===== src/rtl/riscv_pkg.sv =====
// rtl/riscv_pkg.sv - RV32I opcode/funct constants, ALU op codes and immediate types
package riscv_pkg;

  localparam logic [6:0] OPC_OP     = 7'b0110011;
  localparam logic [6:0] OPC_OP_IMM = 7'b0010011;
  localparam logic [6:0] OPC_LUI    = 7'b0110111;
  localparam logic [6:0] OPC_AUIPC  = 7'b0010111;
  localparam logic [6:0] OPC_JAL    = 7'b1101111;
  localparam logic [6:0] OPC_JALR   = 7'b1100111;
  localparam logic [6:0] OPC_LOAD   = 7'b0000011;
  localparam logic [6:0] OPC_STORE  = 7'b0100011;
  localparam logic [6:0] OPC_BRANCH = 7'b1100011;

  localparam logic [2:0] F3_ADD_SUB = 3'b000;
  localparam logic [2:0] F3_SLL     = 3'b001;
  localparam logic [2:0] F3_SLT     = 3'b010;
  localparam logic [2:0] F3_SLTU    = 3'b011;
  localparam logic [2:0] F3_XOR     = 3'b100;
  localparam logic [2:0] F3_SR      = 3'b101;
  localparam logic [2:0] F3_OR      = 3'b110;
  localparam logic [2:0] F3_AND     = 3'b111;

  localparam logic [2:0] F3_BEQ  = 3'b000;
  localparam logic [2:0] F3_BNE  = 3'b001;
  localparam logic [2:0] F3_BLT  = 3'b100;
  localparam logic [2:0] F3_BGE  = 3'b101;
  localparam logic [2:0] F3_BLTU = 3'b110;
  localparam logic [2:0] F3_BGEU = 3'b111;

  localparam logic [6:0] F7_BASE = 7'b0000000;
  localparam logic [6:0] F7_ALT  = 7'b0100000;

  localparam logic [3:0] ALU_NOP  = 4'b0000;
  localparam logic [3:0] ALU_ADD  = 4'b0001;
  localparam logic [3:0] ALU_SUB  = 4'b0010;
  localparam logic [3:0] ALU_SLT  = 4'b0011;
  localparam logic [3:0] ALU_SLTU = 4'b1011;
  localparam logic [3:0] ALU_AND  = 4'b0100;
  localparam logic [3:0] ALU_OR   = 4'b0101;
  localparam logic [3:0] ALU_XOR  = 4'b0110;
  localparam logic [3:0] ALU_SLL  = 4'b0111;
  localparam logic [3:0] ALU_SRL  = 4'b1000;
  localparam logic [3:0] ALU_SRA  = 4'b1001;

  typedef enum logic [2:0] {
    IMM_I = 3'd0,
    IMM_S = 3'd1,
    IMM_B = 3'd2,
    IMM_U = 3'd3,
    IMM_J = 3'd4
  } imm_type_e;

endpackage


===== src/rtl/imm_gen.sv =====
// rtl/imm_gen.sv - RV32I immediate extraction with sign extension
module imm_gen
  import riscv_pkg::*;
(
  input  logic [31:0] instr,
  input  imm_type_e   imm_type,
  output logic [31:0] imm
);

  always_comb begin
    imm = '0;
    case (imm_type)
      IMM_I:   imm = {{20{instr[31]}}, instr[31:20]};
      IMM_S:   imm = {{20{instr[31]}}, instr[31:25], instr[11:7]};
      IMM_B:   imm = {{19{instr[31]}}, instr[31], instr[7], instr[30:25], instr[11:8], 1'b0};
      IMM_U:   imm = {instr[31:12], 12'b0};
      IMM_J:   imm = {{11{instr[31]}}, instr[31], instr[19:12], instr[20], instr[30:21], 1'b0};
      default: imm = '0;
    endcase
  end

endmodule


===== src/rtl/alu_decode_stage.sv =====
// rtl/alu_decode_stage.sv - RV32I decode/issue stage: ALU op decode, operand select, forwarding
module alu_decode_stage #(
  parameter int              XLEN             = 32,
  parameter logic [XLEN-1:0] RESET_PC_OPERAND = '0
) (
  input  logic            clk,
  input  logic            rst,
  input  logic            halt,
  input  logic            flush,
  input  logic            if_valid,
  input  logic [31:0]     if_instr,
  input  logic [XLEN-1:0] if_pc,
  output logic [4:0]      rs1_addr,
  output logic [4:0]      rs2_addr,
  input  logic [XLEN-1:0] rs1_data,
  input  logic [XLEN-1:0] rs2_data,
  input  logic [XLEN-1:0] fwd_data,
  output logic [3:0]      op_val,
  output logic [XLEN-1:0] operand_a,
  output logic [XLEN-1:0] operand_b,
  output logic            jump_instruction,
  output logic            signed_unsigned_n,
  output logic            ex_valid,
  output logic [4:0]      ex_rd,
  output logic            ex_rd_we,
  output logic            ex_illegal
);
  import riscv_pkg::*;

  logic [6:0] opcode;
  logic [4:0] rd;
  logic [2:0] funct3;
  logic [6:0] funct7;

  assign opcode   = if_instr[6:0];
  assign rd       = if_instr[11:7];
  assign funct3   = if_instr[14:12];
  assign funct7   = if_instr[31:25];
  assign rs1_addr = if_instr[19:15];
  assign rs2_addr = if_instr[24:20];

  logic [3:0]      op_val_q, op_val_d;
  logic [XLEN-1:0] operand_a_q, operand_a_d;
  logic [XLEN-1:0] operand_b_q, operand_b_d;
  logic            jump_q, jump_d;
  logic            signed_q, signed_d;
  logic            ex_valid_q, ex_valid_d;
  logic [4:0]      ex_rd_q, ex_rd_d;
  logic            ex_rd_we_q, ex_rd_we_d;
  logic            ex_illegal_q, ex_illegal_d;

  imm_type_e   imm_type;
  logic [31:0] imm;

  always_comb begin
    imm_type = IMM_I;
    case (opcode)
      OPC_STORE:          imm_type = IMM_S;
      OPC_BRANCH:         imm_type = IMM_B;
      OPC_LUI, OPC_AUIPC: imm_type = IMM_U;
      OPC_JAL:            imm_type = IMM_J;
      default:            imm_type = IMM_I;
    endcase
  end

  imm_gen u_imm_gen (
    .instr    (if_instr),
    .imm_type (imm_type),
    .imm      (imm)
  );

  // Back-to-back dependency: the execute-stage result is not yet in the register file.
  logic            fwd_rs1, fwd_rs2;
  logic [XLEN-1:0] rs1_val, rs2_val, shamt;

  assign fwd_rs1 = ex_valid_q & ex_rd_we_q & (ex_rd_q == rs1_addr);
  assign fwd_rs2 = ex_valid_q & ex_rd_we_q & (ex_rd_q == rs2_addr);
  assign rs1_val = fwd_rs1 ? fwd_data : rs1_data;
  assign rs2_val = fwd_rs2 ? fwd_data : rs2_data;
  assign shamt   = {{(XLEN-5){1'b0}}, if_instr[24:20]};

  logic [3:0]      dec_op;
  logic [XLEN-1:0] dec_a, dec_b;
  logic            dec_jump, dec_signed, dec_we, dec_illegal;

  always_comb begin
    dec_op      = ALU_NOP;
    dec_a       = rs1_val;
    dec_b       = rs2_val;
    dec_jump    = 1'b0;
    dec_signed  = 1'b0;
    dec_we      = 1'b0;
    dec_illegal = 1'b0;
    case (opcode)
      OPC_OP: begin
        dec_we = 1'b1;
        if (!(funct7 == F7_BASE ||
              (funct7 == F7_ALT && (funct3 == F3_ADD_SUB || funct3 == F3_SR))))
          dec_illegal = 1'b1;
        case (funct3)
          F3_ADD_SUB: dec_op = (funct7 == F7_ALT) ? ALU_SUB : ALU_ADD;
          F3_SLL:     dec_op = ALU_SLL;
          F3_SLT:     begin dec_op = ALU_SLT; dec_signed = 1'b1; end
          F3_SLTU:    dec_op = ALU_SLTU;
          F3_XOR:     dec_op = ALU_XOR;
          F3_SR: begin
            dec_op     = (funct7 == F7_ALT) ? ALU_SRA : ALU_SRL;
            dec_signed = (funct7 == F7_ALT);
          end
          F3_OR:      dec_op = ALU_OR;
          default:    dec_op = ALU_AND;
        endcase
      end
      OPC_OP_IMM: begin
        dec_we = 1'b1;
        dec_b  = imm;
        case (funct3)
          F3_ADD_SUB: dec_op = ALU_ADD;
          F3_SLL: begin
            dec_op      = ALU_SLL;
            dec_b       = shamt;
            dec_illegal = (funct7 != F7_BASE);
          end
          F3_SLT:     begin dec_op = ALU_SLT; dec_signed = 1'b1; end
          F3_SLTU:    dec_op = ALU_SLTU;
          F3_XOR:     dec_op = ALU_XOR;
          F3_SR: begin
            dec_op      = (funct7 == F7_ALT) ? ALU_SRA : ALU_SRL;
            dec_signed  = (funct7 == F7_ALT);
            dec_b       = shamt;
            dec_illegal = !(funct7 == F7_BASE || funct7 == F7_ALT);
          end
          F3_OR:      dec_op = ALU_OR;
          default:    dec_op = ALU_AND;
        endcase
      end
      OPC_LUI: begin
        dec_op = ALU_ADD;
        dec_a  = '0;
        dec_b  = imm;
        dec_we = 1'b1;
      end
      OPC_AUIPC: begin
        dec_op = ALU_ADD;
        dec_a  = if_pc;
        dec_b  = imm;
        dec_we = 1'b1;
      end
      OPC_JAL: begin
        dec_op   = ALU_ADD;
        dec_a    = if_pc;
        dec_b    = imm;
        dec_jump = 1'b1;
        dec_we   = 1'b1;
      end
      OPC_JALR: begin
        dec_op      = ALU_ADD;
        dec_b       = imm;
        dec_jump    = 1'b1;
        dec_we      = 1'b1;
        dec_illegal = (funct3 != 3'b000);
      end
      OPC_LOAD: begin
        dec_op      = ALU_ADD;
        dec_b       = imm;
        dec_we      = 1'b1;
        dec_illegal = (funct3 == 3'b011) || (funct3 == 3'b110) || (funct3 == 3'b111);
      end
      OPC_STORE: begin
        dec_op      = ALU_ADD;
        dec_b       = imm;
        dec_illegal = (funct3 > 3'b010);
      end
      OPC_BRANCH: begin
        dec_op      = ALU_SUB;
        dec_signed  = !(funct3 == F3_BLTU || funct3 == F3_BGEU);
        dec_illegal = !(funct3 == F3_BEQ || funct3 == F3_BNE || funct3 == F3_BLT ||
                        funct3 == F3_BGE || funct3 == F3_BLTU || funct3 == F3_BGEU);
      end
      default: dec_illegal = 1'b1;
    endcase
    if (dec_illegal) begin
      dec_op     = ALU_NOP;
      dec_we     = 1'b0;
      dec_jump   = 1'b0;
      dec_signed = 1'b0;
    end
    if (rd == 5'd0)
      dec_we = 1'b0;
  end

  // Priority below reset: flush squashes even when halted, otherwise halt freezes.
  always_comb begin
    op_val_d     = op_val_q;
    operand_a_d  = operand_a_q;
    operand_b_d  = operand_b_q;
    jump_d       = jump_q;
    signed_d     = signed_q;
    ex_valid_d   = ex_valid_q;
    ex_rd_d      = ex_rd_q;
    ex_rd_we_d   = ex_rd_we_q;
    ex_illegal_d = ex_illegal_q;
    if (flush || (!halt && !if_valid)) begin
      op_val_d     = ALU_NOP;
      operand_a_d  = RESET_PC_OPERAND;
      operand_b_d  = RESET_PC_OPERAND;
      jump_d       = 1'b0;
      signed_d     = 1'b0;
      ex_valid_d   = 1'b0;
      ex_rd_d      = 5'd0;
      ex_rd_we_d   = 1'b0;
      ex_illegal_d = 1'b0;
    end else if (!halt) begin
      op_val_d     = dec_op;
      operand_a_d  = dec_a;
      operand_b_d  = dec_b;
      jump_d       = dec_jump;
      signed_d     = dec_signed;
      ex_valid_d   = 1'b1;
      ex_rd_d      = rd;
      ex_rd_we_d   = dec_we;
      ex_illegal_d = dec_illegal;
    end
  end

  always_ff @(posedge clk or posedge rst) begin
    if (rst) begin
      op_val_q     <= ALU_NOP;
      operand_a_q  <= RESET_PC_OPERAND;
      operand_b_q  <= RESET_PC_OPERAND;
      jump_q       <= 1'b0;
      signed_q     <= 1'b0;
      ex_valid_q   <= 1'b0;
      ex_rd_q      <= 5'd0;
      ex_rd_we_q   <= 1'b0;
      ex_illegal_q <= 1'b0;
    end else begin
      op_val_q     <= op_val_d;
      operand_a_q  <= operand_a_d;
      operand_b_q  <= operand_b_d;
      jump_q       <= jump_d;
      signed_q     <= signed_d;
      ex_valid_q   <= ex_valid_d;
      ex_rd_q      <= ex_rd_d;
      ex_rd_we_q   <= ex_rd_we_d;
      ex_illegal_q <= ex_illegal_d;
    end
  end

  assign op_val            = op_val_q;
  assign operand_a         = operand_a_q;
  assign operand_b         = operand_b_q;
  assign jump_instruction  = jump_q;
  assign signed_unsigned_n = signed_q;
  assign ex_valid          = ex_valid_q;
  assign ex_rd             = ex_rd_q;
  assign ex_rd_we          = ex_rd_we_q;
  assign ex_illegal        = ex_illegal_q;

endmodule


===== config.mk =====
export PLATFORM = sky130hd
export DESIGN_NAME = alu_decode_stage
export DESIGN_NICKNAME = d
export VERILOG_FILES = /design/src/rtl/riscv_pkg.sv /design/src/rtl/imm_gen.sv /design/src/rtl/alu_decode_stage.sv
export SDC_FILE = /design/constraint.sdc
export NUM_CORES = 1
export LEC_CHECK = 0
export CAP_MARGIN = 20
export CORE_MARGIN = 5
export CORE_UTILIZATION = 40
export DETAILED_ROUTE_END_ITERATION = 8
export PLACE_DENSITY = 0.92
export REMOVE_ABC_BUFFERS = 1
export SLEW_MARGIN = 5
export SYNTH_ARGS = -nofsm -noshare
export SYNTH_HDL_FRONTEND = slang
export SYNTH_SLANG_ARGS = --single-unit
export TNS_END_PERCENT = 50

===== constraint.sdc =====
create_clock -name clk -period 3.43 [get_ports clk]
set_clock_uncertainty 0.05 [all_clocks]
set_input_delay 0.686 -clock clk [delete_from_list [all_inputs] [get_ports clk]]
set_output_delay 0.686 -clock clk [all_outputs]
set_load 0.05 [all_outputs]

# == After elaboration in Yosys (flattened, before gate mapping) ==
# Cells that the tools add are included.
# classes
magnitude_cmp,1
multipliers,0
mux,42
shifts,0
div_mod_pow,0
add_sub_neg,0
n_reduce_logical,33
n_bitwise,3
n_eq_ne,24
# op_table
cell,n
$mux 32,7
$pmux 32 s5,1
$pmux 32 s2,2
$pmux 4 s7,2
$eq 7x6->1 const B,4
$eq 7x7->1 const B,3
$mux 1,18
$pmux 4 s4,1
$eq 3x3->1 const B,5
$eq 7x5->1 const B,2
$eq 3x2->1 const B,4
$logic_or 1x1->1,12
$mux 4,3
$pmux 3 s4,1
$eq 5x5->1,2
$mux 5,2
$reduce_or 2->1,5
$eq 7x2->1 const B,1
$logic_not 7->1,1
$pmux 1 s7,1
$reduce_bool 7->1,1
$reduce_or 7->1,1
$eq 3x1->1 const B,2
$logic_not 3->1,2
11 further kinds,20
# totals
latchBits,0
romBits,0
memories,0
output_inout_bits,88
register_bits,78
input_bits,165
elab_cells,112
ramBits,0

# == Longest topological paths before layout ==
# depth
ltp_word,12
ltp_mapped,8
ltp_nobuf,6

# == Modules after synthesis ==
# From an unflattened synthesis, not the netlist that was laid out.
# unflattened
hier_cells,590
area_unflattened_um2,5148.7
# by_module_without_submodules
module,n_inst,seq_area_each_um2,cells_each,area_per_inst_um2
alu_decode_stage,1,1951.9,496,4608.2
imm_gen,1,0.0,94,540.5

# == Least setup slack after synthesis ==
# OpenSTA, ideal clock, no wires.
# synth_timing
path_kind,in2reg
start,input port if_instr[3]
end,"register operand_b_q[5], in the netlist operand_b[5]"
setup_ns,0.126
path_buffers,2
path_slack_ns,1.203
arrival_time_ns,2.051
required_time_ns,3.254
stages,7
path_cell_list,buf_2 or3b_4 o21ai_2 a211o_2 buf_4 nor2_1 a221o_1
# synth_between
elab_chain_cells,9
word_cells_on_any_way,21
cone_classes,12 x eq/ne; 6 x mux; 3 x reduce/logical
# synth_rtl
item,line_no,text
from (decl),alu_decode_stage.sv:11,"input logic [31:0] if_instr,"
$eq 7x5->1 or $eq 7x6->1 (tied branches),"alu_decode_stage.sv:57, alu_decode_stage.sv:94",
$reduce_or 2->1,alu_decode_stage.sv:57,case (opcode)
$pmux 3 s4,alu_decode_stage.sv:57,
$eq 3x3->1 (tied with other cells),imm_gen.sv:12,case (imm_type)
$pmux 32 s5,imm_gen.sv:12,
$mux 32,alu_decode_stage.sv:117,case (funct3)
$pmux 32 s2 (*),alu_decode_stage.sv:94,case (opcode)
$mux 32 (*),alu_decode_stage.sv:213,end else if (!halt) begin
$mux 32 (*),alu_decode_stage.sv:203,if (flush || (!halt && !if_valid)) begin
to (signal assigned),alu_decode_stage.sv:240,operand_b_q <= operand_b_d;
to (decl),alu_decode_stage.sv:44,"logic [XLEN-1:0] operand_b_q, operand_b_d;"
# Mark *: on every way between the ends. The rest lies on a longest branch, timed or not. The select of a mux whose other input is x is not followed.
# A chain may end at the register's enable or synchronous reset.

# == Worst setup path after layout ==
# layout_timing
start,input port if_instr[24]
end,output port rs2_addr[4]
# layout_lines
item,line_no,text
to (decl),alu_decode_stage.sv:14,"output logic [4:0] rs2_addr,"
# No word-level cell between the ends.

==> flow_summary.json <==
{
  "drt-initial-drc-count": 458,
  "routed-wl-met2_mm": 9.32,
  "yosys-top-cells-area": "dfrtp_1 42%, mux2i_1 14%, a22oi_1 6.8%, o21ai_0 5.5%, o221ai_1 3.2%",
  "drt-pass1-iter-count": 5,
  "status": "completed",
  "worst_setup_path_end_kind": "output port",
  "grt_start_max_net_pins": 78,
  "reg2reg_to": "operand_b[7]",
  "grt_setup_unrepaired": "false",
  "initial_utilization_pct": 40.8,
  "slew_headroom_pct": 52.6,
  "fin_hold_ws_ns": 0.435,
  "timing.rr.start": "ex_rd[4]",
  "top_layer": "met4",
  "nets": 871,
  "htree_num_levels": 3,
  "synth_ff_type": "dfrtp_1",
  "crit_path_max_incr_delay_ns": 0.87,
  "avgViaCountPerCell": 5.84,
  "cts.repair.resized": 0,
  "cp.required_ns": 2.69,
  "cts_made_buffers": 9,
  "netlist_instances": 474,
  "grt_pass1_wl_mm": 29.3,
  "p_leak_nw": 3.48,
  "core_mm2": 0.0114,
  "utilization_pct": 66.8,
  "power_switching_mw": 0.747,
  "fp.dieH_um": 118,
  "clkPwrFrac_pct": 39.9,
  "wl_met3_mm": 1.42,
  "synth_edf_count": 0,
  "drc": 0,
  "insertion_delay_ns": 0.33,
  "fmax_ghz": 0.343,
  "ys_ff_latch": 78,
  "seq_area_frac_synth_pct": 41.9,
  "die_w_um": 118,
  "gr-total-overflow": 0,
  "cp-start-kind": "input port",
  "yosys_warnings": 0,
  "grtUsageTotal_pct": 26.2,
  "gp_congestion": 0.973,
  "placed_cells": 838,
  "crit_fanout": 5,
  "vdd_drop_max_mv": 0.275,
  "cp_top_family": "buffers and inverters",
  "postRouteAntennaNets": 0,
  "syn_to_final_growth_pct": 63.7,
  "cts.clk_slew.worst_paths_ns": 0.06,
  "vias": 4988,
  "synth_async_sr_flop_share_pct": 100,
  "hold_buffers": 0,
  "finalWirelength_mm": 18.9,
  "cts_root_buffer": "clkbuf_16",
  "yosys.area.top_type_share_pct": 41.9,
  "pwr-share-seq_pct": 36.3,
  "layout_min_cycle_time_ns": 2.92,
  "crit_type": "input port to output port",
  "cts_tree": "yes",
  "fill_cells": 880,
  "hold_class": "flop to flop",
  "worstHoldStart": "op_val[3]",
  "dieArea_mm2": 0.0139,
  "fin_cells": 854,
  "crit_chain": "clkdlybuf4s50_1 -> clkdlybuf4s50_1",
  "crit_slowest_cell": "clkdlybuf4s50_1",
  "cp_common_cell": "clkdlybuf4s50_1",
  "reg2reg_slack_ns": 1.28,
  "synth_cell_types": 56,
  "clk_path_buf_depth": 2,
  "multiInputGateArea_mm2": 0.00245,
  "antenna_cells": 0,
  "intPower_mw": 1.95,
  "power_frac_comb_pct": 23.8,
  "post_cts_buffers": 0,
  "hold_path_depth": 2,
  "slew_viol_final": 0,
  "holdPathEnd": "op_val[3]",
  "rows": 39,
  "avgSynthCellArea_um2": 9.83,
  "first_global_vias": 5373,
  "tns_ns": 0,
  "synth_top_area_cell": "dfrtp_1",
  "finalCritPeriodShare_pct": 85.1,
  "sw_frac_of_total_pct": 27.7,
  "antenna_found_initial": 0,
  "syn_area_mm2": 0.00466,
  "tightestPinTransition_ns": 0.711,
  "max_cap_violations": 0,
  "clock-sinks": 78,
  "ios": 253,
  "setup_viol": 0,
  "hold_viol_final": 0,
  "power_mw": 2.70,
  "port_buffers": 252,
  "regArea_mm2": 0.00195,
  "p_per_area_mw_per_mm2": 354,
  "wl_met1_mm": 7.54,
  "wl_per_cell_um": 22.1,
  "hpwl_mm": 14.4,
  "drive_above_1_share_pct": 7.45,
  "crit_buf_inv": 2,
  "reg2reg_depth": 7,
  "cp.arrival_ns": 2.18
}
-- Yosys cell counts (3+ instances only) --
| library cell | n |
|---|---|
| a21oi_1 | 25 |
| a221o_1 | 6 |
| a22o_1 | 6 |
| a22oi_1 | 42 |
| a31oi_1 | 3 |
| buf_2 | 19 |
| buf_4 | 11 |
| clkbuf_1 | 14 |
| clkbuf_2 | 3 |
| dfrtp_1 | 78 |
| inv_1 | 5 |
| mux2i_1 | 64 |
| nand2_1 | 37 |
| nand3_1 | 4 |
| nand4_1 | 4 |
| nor2_1 | 18 |
| nor2b_1 | 4 |
| o21ai_0 | 51 |
| o21ai_2 | 3 |
| o21bai_1 | 8 |
| o221ai_1 | 17 |
| xnor2_1 | 5 |
| xor2_1 | 9 |
-- worst max-delay path by stage --
stage / cells after the start / startpoint / end / slack (ns)
6_report: 2 / if_instr[24] / rs2_addr[4] / 0.51
3_3_place_gp: 7 / if_instr[5] / operand_b[0] / 0.41
5_1_grt: 2 / if_instr[23] / rs2_addr[3] / 0.49
2_1_floorplan: 3 / flush / operand_b[1] / -0.39
3_5_place_dp: 6 / if_instr[4] / operand_b[3] / 0.32
4_1_cts: 2 / if_instr[23] / rs2_addr[3] / 0.52
-- flip-flops by register name (all words and copies together), names as in the netlist --
signal,cells
operand_a,32
operand_b,32
ex_rd,5
op_val,4
ex_illegal,1
ex_rd_we,1
ex_valid,1
jump_instruction,1
signed_unsigned_n,1
-- final cells by class --
type | count | area share [%]
Timing Repair Buffer | 269 | 35.2
Multi-Input combinational cell | 343 | 32.2
Sequential cell | 78 | 25.6
Clock buffer | 13 | 3.54
Tap cell | 143 | 2.35
Clock inverter | 3 | 0.853
Inverter | 5 | 0.262
-- metal layers --
metal	up-vias	global-route usage, %
li1	2249	-
met1	2392	31.7
met2	297	44.8
met3	50	6.20
met4	0	10.0
met5	-	0
-- layout by cell type (no fill, tap or decap), drive strengths merged, types with 3 or more instances in the layout --
cell | synthesis | routed
clkdlybuf4s50 | 0 | 252
dfrtp | 78 | 78
mux2i | 64 | 64
o21ai | 55 | 55
a22oi | 42 | 42
nand2 | 37 | 37
a21oi | 25 | 25
nor2 | 21 | 21
o221ai | 17 | 17
buf | 31 | 17
clkbuf | 17 | 13
xor2 | 9 | 9
o21bai | 8 | 8
a22o | 6 | 6
a221o | 6 | 6
nand4 | 6 | 6
xnor2 | 5 | 5
nand3 | 4 | 4
inv | 5 | 4
nor2b | 4 | 4
a31oi | 3 | 3
-- metrics by stage --
step / cell area [µm²] / setup slack [ns]
final: 7630 / 0.512
after global routing: 7630 / 0.488
after CTS: 7630 / 0.522
after detailed placement: 7290 / 0.323
after global placement: 7290 / 0.414
after floorplan: 4410 / -0.387
-- power by group through the flow --
stage / Sequential, mW / Combinational [mW] / Clock, mW
after global placement: 0.992 / 0.629 / 0
after CTS: 0.978 / 0.643 / 1.09
after global routing: 0.982 / 0.677 / 1.12
after detailed placement: 0.994 / 0.640 / 0
final: 0.978 / 0.643 / 1.08
after floorplan: 1.11 / 0.129 / 0
-- cells by family (layout without fill, tap and decap cells) --
| kind of cell | Yosys count | in the layout | share of synthesized area, % |
|---|---|---|---|
| AO/OA/AOI/OAI | 173 | 173 | 25.2 |
| AND/OR/NAND/NOR | 92 | 92 | 10.8 |
| flip-flops | 78 | 78 | 41.9 |
| multiplexers | 64 | 64 | 13.7 |
| buffers and inverters | 53 | 290 | 5.75 |
| XOR/XNOR | 14 | 14 | 2.63 |
(Power assumes the default switching activity.)
